**config.mk**
```make
export PLATFORM = sky130hd
export DESIGN_NAME = input_skew_buffer
export DESIGN_NICKNAME = d
export VERILOG_FILES = /design/src/rtl/router_pkg.sv /design/src/rtl/row_fifo.sv /design/src/rtl/input_skew_buffer.sv
export SDC_FILE = /design/constraint.sdc
export NUM_CORES = 1
export LEC_CHECK = 0
export ABC_CLOCK_PERIOD_IN_PS = 4400
export BUFFER_PORTS_ARGS = -buffer_cell sky130_fd_sc_hd__buf_4
export CAP_MARGIN = 20
export CORE_MARGIN = 4
export CORE_UTILIZATION = 54
export DETAILED_ROUTE_END_ITERATION = 10
export GPL_TIMING_DRIVEN = 0
export PLACE_DENSITY = 0.72
export SLEW_MARGIN = 15
export SYNTH_ARGS = -nofsm -noshare
export SYNTH_HDL_FRONTEND = slang
export SYNTH_SLANG_ARGS = --single-unit
```
**constraint.sdc**
```tcl
create_clock -name i_clk -period 4.4 [get_ports i_clk]
set_input_delay 0.88 -clock i_clk [delete_from_list [all_inputs] [get_ports i_clk]]
set_output_delay 0.88 -clock i_clk [all_outputs]
set_load 0.005 [all_outputs]
```
**src/rtl/router_pkg.sv**
```systemverilog
// rtl/router_pkg.sv - shared element and skew-line entry types for the input skew buffer
package router_pkg;

    localparam int DEFAULT_ROW_COUNT = 4;
    localparam int ELEM_WIDTH        = 8;

    typedef logic [ELEM_WIDTH-1:0] elem_t;

    typedef struct packed {
        logic  valid;
        elem_t data;
    } skew_entry_t;

endpackage

```
**src/rtl/row_fifo.sv**
```systemverilog
// rtl/row_fifo.sv - per-row synchronous FIFO with head word available combinationally
module row_fifo
    import router_pkg::*;
#(
    parameter int DEPTH = 4,
    parameter int CW    = $clog2(DEPTH) + 1
) (
    input  logic          clk,
    input  logic          rst_n,
    input  logic          clear,
    input  logic          push,
    input  logic          pop,
    input  elem_t         wdata,
    output elem_t         rdata,
    output logic          full,
    output logic          empty,
    output logic [CW-1:0] count
);

    localparam int PW = $clog2(DEPTH);

    elem_t          mem [DEPTH];
    logic [PW-1:0]  wr_ptr;
    logic [PW-1:0]  rd_ptr;
    logic [CW-1:0]  cnt_q;
    logic           do_push;
    logic           do_pop;

    assign full    = (cnt_q == CW'(DEPTH));
    assign empty   = (cnt_q == '0);
    assign count   = cnt_q;
    assign rdata   = mem[rd_ptr];
    assign do_pop  = pop & ~empty;
    // A full FIFO still accepts a word when its head leaves in the same cycle.
    assign do_push = push & (~full | do_pop);

    always_ff @(posedge clk or negedge rst_n) begin
        if (!rst_n) begin
            wr_ptr <= '0;
            rd_ptr <= '0;
            cnt_q  <= '0;
            for (int i = 0; i < DEPTH; i++) mem[i] <= '0;
        end else if (clear) begin
            wr_ptr <= '0;
            rd_ptr <= '0;
            cnt_q  <= '0;
            for (int i = 0; i < DEPTH; i++) mem[i] <= '0;
        end else begin
            if (do_push) begin
                mem[wr_ptr] <= wdata;
                wr_ptr      <= wr_ptr + 1'b1;
            end
            if (do_pop) rd_ptr <= rd_ptr + 1'b1;
            cnt_q <= cnt_q + CW'(do_push) - CW'(do_pop);
        end
    end

endmodule

```
**src/rtl/input_skew_buffer.sv**
```systemverilog
// rtl/input_skew_buffer.sv - per-row FIFOs feeding diagonal-skewed columns into the PE array west edge
module input_skew_buffer
    import router_pkg::*;
#(
    parameter int ROW_COUNT  = DEFAULT_ROW_COUNT,
    parameter int DATA_WIDTH = ELEM_WIDTH,
    parameter int FIFO_DEPTH = 4,
    parameter int CNT_WIDTH  = 16
) (
    input  logic                            i_clk,
    input  logic                            i_nrst,
    input  logic                            i_en,
    input  logic                            i_reg_clear,
    input  logic [ROW_COUNT*DATA_WIDTH-1:0] i_data,
    input  logic [ROW_COUNT-1:0]            i_data_valid,
    output logic                            o_pop_en,
    input  logic                            i_stall,
    input  logic                            i_drain,
    output logic [ROW_COUNT*DATA_WIDTH-1:0] o_data,
    output logic [ROW_COUNT-1:0]            o_data_valid,
    output logic                            o_empty,
    output logic                            o_overflow,
    output logic [CNT_WIDTH-1:0]            o_issue_count
);

    localparam int CW = $clog2(FIFO_DEPTH) + 1;

    elem_t                head        [ROW_COUNT];
    logic [CW-1:0]        fifo_count  [ROW_COUNT];
    skew_entry_t          issue_entry [ROW_COUNT];
    skew_entry_t          lane_in     [ROW_COUNT];
    skew_entry_t          out_q       [ROW_COUNT];
    logic [ROW_COUNT-1:0] fifo_full;
    logic [ROW_COUNT-1:0] fifo_empty;
    logic [ROW_COUNT-1:0] pop;
    logic [ROW_COUNT-1:0] push_ok;
    logic [ROW_COUNT-1:0] line_busy;
    logic                 issue;
    logic                 overflow_set;
    logic                 pop_en_nxt;
    logic                 empty_nxt;
    logic                 busy_nxt;
    logic [CW-1:0]        cnt_nxt;

    assign issue = i_en & ~i_stall &
                   ((&(~fifo_empty)) | (i_drain & (|(~fifo_empty))));
    assign overflow_set = |(i_data_valid & fifo_full & ~pop);

    for (genvar r = 0; r < ROW_COUNT; r++) begin : g_row
        row_fifo #(.DEPTH(FIFO_DEPTH)) u_fifo (
            .clk   (i_clk),
            .rst_n (i_nrst),
            .clear (i_reg_clear),
            .push  (i_data_valid[r]),
            .pop   (pop[r]),
            .wdata (i_data[r*DATA_WIDTH +: DATA_WIDTH]),
            .rdata (head[r]),
            .full  (fifo_full[r]),
            .empty (fifo_empty[r]),
            .count (fifo_count[r])
        );

        assign pop[r]         = issue & ~fifo_empty[r];
        assign push_ok[r]     = i_data_valid[r] & (~fifo_full[r] | pop[r]);
        assign issue_entry[r] = '{valid: pop[r], data: (pop[r] ? head[r] : '0)};
        assign o_data[r*DATA_WIDTH +: DATA_WIDTH] = out_q[r].data;
        assign o_data_valid[r]                    = out_q[r].valid;

        if (r == 0) begin : g_direct
            assign lane_in[r]   = issue_entry[r];
            assign line_busy[r] = 1'b0;
        end else begin : g_line
            // Row r waits r extra beats so the array sees a diagonal wavefront.
            skew_entry_t line_q [r];
            logic        busy;

            always_ff @(posedge i_clk or negedge i_nrst) begin
                if (!i_nrst) begin
                    for (int k = 0; k < r; k++) line_q[k] <= '0;
                end else if (i_reg_clear) begin
                    for (int k = 0; k < r; k++) line_q[k] <= '0;
                end else if (!i_stall) begin
                    line_q[0] <= issue_entry[r];
                    for (int k = 1; k < r; k++) line_q[k] <= line_q[k-1];
                end
            end

            always_comb begin
                busy = 1'b0;
                for (int k = 0; k < r; k++) busy = busy | line_q[k].valid;
            end

            assign lane_in[r]   = line_q[r-1];
            assign line_busy[r] = busy;
        end
    end

    always_ff @(posedge i_clk or negedge i_nrst) begin
        if (!i_nrst) begin
            for (int r = 0; r < ROW_COUNT; r++) out_q[r] <= '0;
        end else if (i_reg_clear) begin
            for (int r = 0; r < ROW_COUNT; r++) out_q[r] <= '0;
        end else if (!i_stall) begin
            for (int r = 0; r < ROW_COUNT; r++) out_q[r] <= lane_in[r];
        end
    end

    // Status flags look at next-cycle occupancy so one in-flight router word always fits.
    always_comb begin
        pop_en_nxt = i_en;
        empty_nxt  = 1'b1;
        busy_nxt   = 1'b0;
        cnt_nxt    = '0;
        for (int r = 0; r < ROW_COUNT; r++) begin
            cnt_nxt  = fifo_count[r] + CW'(push_ok[r]) - CW'(pop[r]);
            busy_nxt = i_stall ? (line_busy[r] | out_q[r].valid)
                               : (issue_entry[r].valid | line_busy[r]);
            if (cnt_nxt > CW'(FIFO_DEPTH - 2)) pop_en_nxt = 1'b0;
            if ((cnt_nxt != '0) || busy_nxt)   empty_nxt  = 1'b0;
        end
    end

    always_ff @(posedge i_clk or negedge i_nrst) begin
        if (!i_nrst) begin
            o_pop_en      <= 1'b0;
            o_empty       <= 1'b1;
            o_overflow    <= 1'b0;
            o_issue_count <= '0;
        end else if (i_reg_clear) begin
            o_pop_en      <= 1'b0;
            o_empty       <= 1'b1;
            o_overflow    <= 1'b0;
            o_issue_count <= '0;
        end else begin
            o_pop_en <= pop_en_nxt;
            o_empty  <= empty_nxt;
            if (overflow_set) o_overflow    <= 1'b1;
            if (issue)        o_issue_count <= o_issue_count + 1'b1;
        end
    end

endmodule

```
== Word-level counts from Yosys, hierarchy flattened ==
Cells that the tools add are included.
W data, S select, Z words.

* Logic and storage cells: 267
* Memory bits (read-only): 0
* Memories: 0
* Bits of input ports: 42
* Bits in latches: 0
* Bits in registers: 265
* Bits in writable memories: 0

* Reduce and logical (&&, ||, !) cells: 29
* $mul: 0
* Eq/ne operators: 5
* Bitwise logic cells: 58
* Divide/modulo/power cells: 0
* Multiplexer cells: 82
* Shifts and indexed selects: 0
* Order comparisons: 16
* Add/subtract/negate cells: 25

{| class="wikitable"
|+ Operators by type and width
! cell !! count
|-
| $mux W32 || 8
|-
| $bwmux W32 || 4
|-
| $mux W8 || 16
|-
| $mux W36 || 2
|-
| $bmux W8 S2 || 4
|-
| $demux W8 S2 || 4
|-
| $mux W27 || 2
|-
| $mux W18 || 2
|-
| $mux W16 || 2
|-
| $mux W2 || 16
|-
| $add A3 B1 Y3 || 8
|-
| $ge A3 B3 Y1 const B || 8
|-
| $not A2 Y3 || 8
|-
| $sub A3 B1 Y3 || 8
|-
| $reduce_bool A2 Y1 || 10
|-
| $and A1 B1 Y1 || 19
|-
| $mux W9 || 2
|-
| $or A1 B1 Y1 || 18
|-
| $add A16 B1 Y16 const B || 1
|-
| $add A2 B1 Y2 const B || 8
|-
| $mux W1 || 16
|-
| $eq A3 B3 Y1 const B || 4
|-
| $gt A3 B2 Y1 const B || 4
|-
| $logic_not A3 Y1 || 4
|-
| 11 further kinds || 37
|}

== Logic depth before layout (Yosys ltp) ==
* Depth in word-level cells: 18
* Mapped depth: 14

== Hierarchy ==
Synthesis repeated with hierarchy kept, for this count alone.

* Cells, all modules: 1106
* Area, all modules: 13295.3 µm²

{| class="wikitable"
|+ Modules (own cells, without submodules)
! module !! area an instance (µm²) !! cells an instance !! instances
|-
| row_fifo at g_row[0].u_fifo ... || 2108.3 || 171 || 3
|-
| input_skew_buffer || 4865.9 || 422 || 1
|-
| row_fifo at g_row[3].u_fifo || 2104.5 || 171 || 1
|}

== Worst setup path after synthesis ==
OpenSTA, ideal clock, no wires.

* Path type: input to register
* Start: input port i_drain
* End: register o_empty
* Stages on the path: 14
* Data required time: 4.295 ns
* Arrival: 4.079 ns
* Setup time: 0.105 ns
* Setup slack: 0.215 ns
* Cells stage by stage: clkbuf_1 o31ai_1 o41ai_1 clkbuf_1 and2_1 ha_1 inv_1 ha_1 inv_1 fa_1 or4b_2 a2111oi_0 nand4_1 o41ai_1

* Cells in the longest elaborated chain, start to end: 15
* Elaborated cells on any way between the ends: 43
* Classes of those cells: 8 x add/sub; 9 x mux; 18 x bitwise; 8 x reduce/logical

{| class="wikitable"
|+ RTL lines
! what !! line !! source
|-
| start, declared || input_skew_buffer.sv:18 || <nowiki>input logic i_drain,</nowiki>
|-
| $and A1 B1 Y1 * || input_skew_buffer.sv:46 || <nowiki>((&(~fifo_empty)) | (i_drain & (|(~fifo_empty))));</nowiki>
|-
| $or A1 B1 Y1 * || input_skew_buffer.sv:46 ||
|-
| $and A1 B1 Y1 * || input_skew_buffer.sv:45 || <nowiki>assign issue = i_en & ~i_stall &</nowiki>
|-
| $and A1 B1 Y1 || input_skew_buffer.sv:63 || <nowiki>assign pop[r] = issue & ~fifo_empty[r];</nowiki>
|-
| $or A1 B1 Y1 || input_skew_buffer.sv:64 || <nowiki>assign push_ok[r] = i_data_valid[r] & (~fifo_full[r] | pop[r]);</nowiki>
|-
| $and A1 B1 Y1 || input_skew_buffer.sv:64 ||
|-
| $add A3 B1 Y3 || input_skew_buffer.sv:115 || <nowiki>cnt_nxt = fifo_count[r] + CW'(push_ok[r]) - CW'(pop[r]);</nowiki>
|-
| $sub A3 B1 Y3 || input_skew_buffer.sv:115 ||
|-
| $reduce_bool A3 Y1 || input_skew_buffer.sv:119 || <nowiki>if ((cnt_nxt != '0) || busy_nxt) empty_nxt = 1'b0;</nowiki>
|-
| $logic_or A1 B1 Y1 || input_skew_buffer.sv:119 ||
|-
| $mux W1 (3 in series) || input_skew_buffer.sv:119 ||
|-
| $mux W1 * || input_skew_buffer.sv:119 ||
|-
| $mux W1 * || input_skew_buffer.sv:129 || <nowiki>end else if (i_reg_clear) begin</nowiki>
|-
| end signal, assigned || input_skew_buffer.sv:136 || <nowiki>o_empty <= empty_nxt;</nowiki>
|-
| end, declared || input_skew_buffer.sv:21 || <nowiki>output logic o_empty,</nowiki>
|}

Mark *: on every way between the ends. The rest lies on a longest branch, timed or not.
A chain may end at the register's enable or synchronous reset.

== Final worst setup path ==
Ends and elaborated chain as after synthesis.

==> results.yml <==
layout:
  final_common_cell: "dfrtp_1"
  final_nets: 1307
  synthToLayoutAreaGrowth_pct: 16.8
  final_cell_mix: "dfrtp_1 (261), nor2_1 (185), mux2i_1 (185), buf_4 (95), clkbuf_1 (58)"
  n_antenna_cell: 0
  drive_above_1_share: 0.177
timing:
  tightest_slew_ns: 0.954
  period_minus_slack_ns: 4.15
  finalClockSkew_ns: 0.0222
  max_freq_mhz: 241
  hold_viol_final: 0
  rsz0062_at_grt: "false"
  fin_crit_sh: 0.944
  setup_viol: 0
  drv_slew: 0
  slew_headroom: 0.364
  holdWs_ns: 0.306
yosys:
  ys_async_sr_fraction: 1.00
  synth_nets: 1181
  synth_edf_count: 0
  synth_seq_cells: 265
  yosysSeqAreaShare: 0.510
  synth_area_leader_cell: "dfrtp_1"
  ys.flop_type: "dfrtp_1"
  synth_cell_types: 61
  synth_top_area_frac: 0.508
  yosysWarnings: 0
  netlist_area_um2: 13000
  yosys-top-cells-area: "dfrtp_1 (51%), mux2i_1 (14%), mux4_2 (5.5%)"
  syn_inst: 1098
  synth.avg_cell_area_um2: 11.8
power_and_ir_drop:
  finalPower_mw: 7.00
  powerDensity_nw_per_um2: 461
  p_leak_nw: 7.04
  peakVddDrop_mv: 0.374
clock_network:
  cts_setup_buffers: 0
  cts_root_buf: "clkbuf_16"
  clk_pin_slew_ns: 0.06
  cts_hold_buf: 0
  clockBufferDepth: 3
  cts_tree: "built"
  h-tree-depth: 1
  clkSinkCount: 265
  numCtsBuffers: 30
  clock_latency_ns: 0.56
floorplan:
  start_util: 0.551
  die_y_um: 163
  num_rows: 56
  coreArea_um2: 23600
  die_w_um: 163
  die-area_um2: 26600
  ioPinCount: 97
worst_setup_path:
  startpoint_type: "input pin"
  end_kind: "flop"
  arrival_ns: 4.58
  crit_type: "input pin to flop"
  crit_fanout: 10
  cp.required_ns: 4.83
global_routing:
  antenna_found_initial: 0
  globalRouteTotalUtil: 0.237
  overflow: 0
  grt_max_degree: 105
  first_global_vias: 9216
  grt_pass1_wl_um: 50700
status:
  outcome: "finished, final reports clean"
placement:
  io_buffers: 93
  gp_routability_congestion: 0.878
  dp_hpwl_um: 21100
route:
  routed_via_density: 5.74
  drc: 0
  vias: 8984
  drtIter0Drc: 774
  routed_wl_um: 30900
  wire_per_inst_um: 19.7
  drt-pass1-iter-count: 5
  ant_nets: 0
run:
  cap_violations: 0
worst_hold_path:
  min_path_type: "input pin to async pin"
==> path summary, 6_finish.rpt <==
kind / slack, ns / cells after the start / from / end
setup / recovery: 0.25 / 14 / i_drain / o_empty
hold / removal: 0.31 / 1 / i_nrst / g_row[2].u_fifo.mem[24]
setup reg to reg: 0.27 / 13 / g_row[0].u_fifo.count[1] / o_empty
hold reg to reg: 0.49 / 1 / o_data[1] / o_data[1]
max in group asynchronous: 3.16 / 2 / i_nrst / o_data[8]
min in group i_clk: 0.49 / 1 / o_data[1] / o_data[1]
==> flip-flops by register name (all words and copies together), names as in the netlist <==
| register | cells |
|---|---|
| g_row.u_fifo.rd_ptr | 8 |
| o_data_valid | 4 |
| o_issue_count | 16 |
| g_row.u_fifo.mem | 128 |
| g_row.u_fifo.count | 12 |
| g_row.u_fifo.wr_ptr | 8 |
| o_pop_en | 1 |
| o_overflow | 1 |
| g_row.g_line.line_q | 53 |
| o_data | 32 |
| o_empty | 1 |
| g_row.g_line.busy | 1 |
==> area by class of cell <==
cell class                 instances  area, um2
tap                              319        399
clock inverter                    13        160
multi-input combinational        728       5980
fill                            1883       8420
timing repair buffer              95        761
inverter                          38        143
clock buffer                      41        832
buffer                            66        285
sequential                       265       6640
==> power breakdown <==
group	internal, mW	switching [mW]	leakage (nW)	total [mW]
combinational	0.711	1.02	2.89	1.73
clock	1.50	1.00	0.490	2.50
sequential	2.60	0.163	3.65	2.77
==> layer usage <==
| metal | vias up | GRT usage | wire length [um] |
|---|---|---|---|
| li1 | 4156 | - | - |
| met1 | 4595 | 0.349 | 14400 |
| met2 | 189 | 0.380 | 14600 |
| met3 | 44 | 0.0353 | 1270 |
| met4 | 0 | 0.0515 | 590 |
| met5 | - | 0 | 0 |
==> cells in the mapped netlist (3+ instances only) <==
| master | number |
|---|---|
| clkbuf_1 | 53 |
| buf_6 | 3 |
| xnor2_1 | 12 |
| nor3_2 | 3 |
| nor2_1 | 185 |
| mux2i_1 | 185 |
| nor2b_1 | 7 |
| xor2_1 | 8 |
| nand2b_1 | 48 |
| fa_1 | 8 |
| buf_2 | 3 |
| nor3_1 | 10 |
| mux2_1 | 3 |
| and3_1 | 3 |
| nor4_1 | 4 |
| nand3_2 | 3 |
| o21a_1 | 7 |
| inv_1 | 38 |
| or4_1 | 7 |
| ha_1 | 33 |
| a21oi_1 | 17 |
| nand3_1 | 31 |
| or3b_2 | 3 |
| o21ai_0 | 7 |
| dfrtp_1 | 264 |
| or3_1 | 8 |
| nand2_1 | 7 |
| o31ai_1 | 11 |
| o21ai_2 | 12 |
| a32o_1 | 32 |
| buf_1 | 6 |
| mux4_2 | 32 |
| nand4_1 | 11 |
==> critical path: stages <==
cell and delay [ns]:
clkbuf_1 0.43, o31ai_1 0.19, o41ai_2 0.12, buf_4 0.29, and2_1 0.15, ha_1 0.22
inv_1 0.06, ha_1 0.14, inv_1 0.05, fa_1 0.53, or4b_2 0.61, a2111oi_0 0.41
nand4_1 0.22, o41ai_1 0.30
==> what timing repair did <==
action	4_1_cts	5_1_grt
cloned	0	0
pin swaps	0	1
resized for setup	3	8
setup endpoints to repair	1	1
==> metrics by stage <==
step | setup TNS (ns) | utilization | cell area, um2 | setup WS, ns | instances
floorplan | 0 | - | 13000 | 0.215 | 1098
detailed placement | -0.577 | 0.600 | 14200 | -0.577 | 1512
finish | 0 | 0.643 | 15200 | 0.248 | 1565
global placement | -0.545 | 0.597 | 14100 | -0.545 | 1510
global route | 0 | 0.643 | 15200 | 0.0283 | 1565
CTS | 0 | 0.643 | 15200 | 0.0236 | 1566
==> kinds of logic after synthesis <==
| group | count (synthesis) | share of synthesized area |
|---|---|---|
| compound gates | 107 | 0.0716 |
| xor+xnor | 20 | 0.0135 |
| fa+ha+maj | 41 | 0.0440 |
| buf+inv | 105 | 0.0329 |
| flops | 265 | 0.510 |
| mux | 221 | 0.201 |
| simple gates | 339 | 0.127 |
Note: power is estimated with default switching activity, not from simulation.
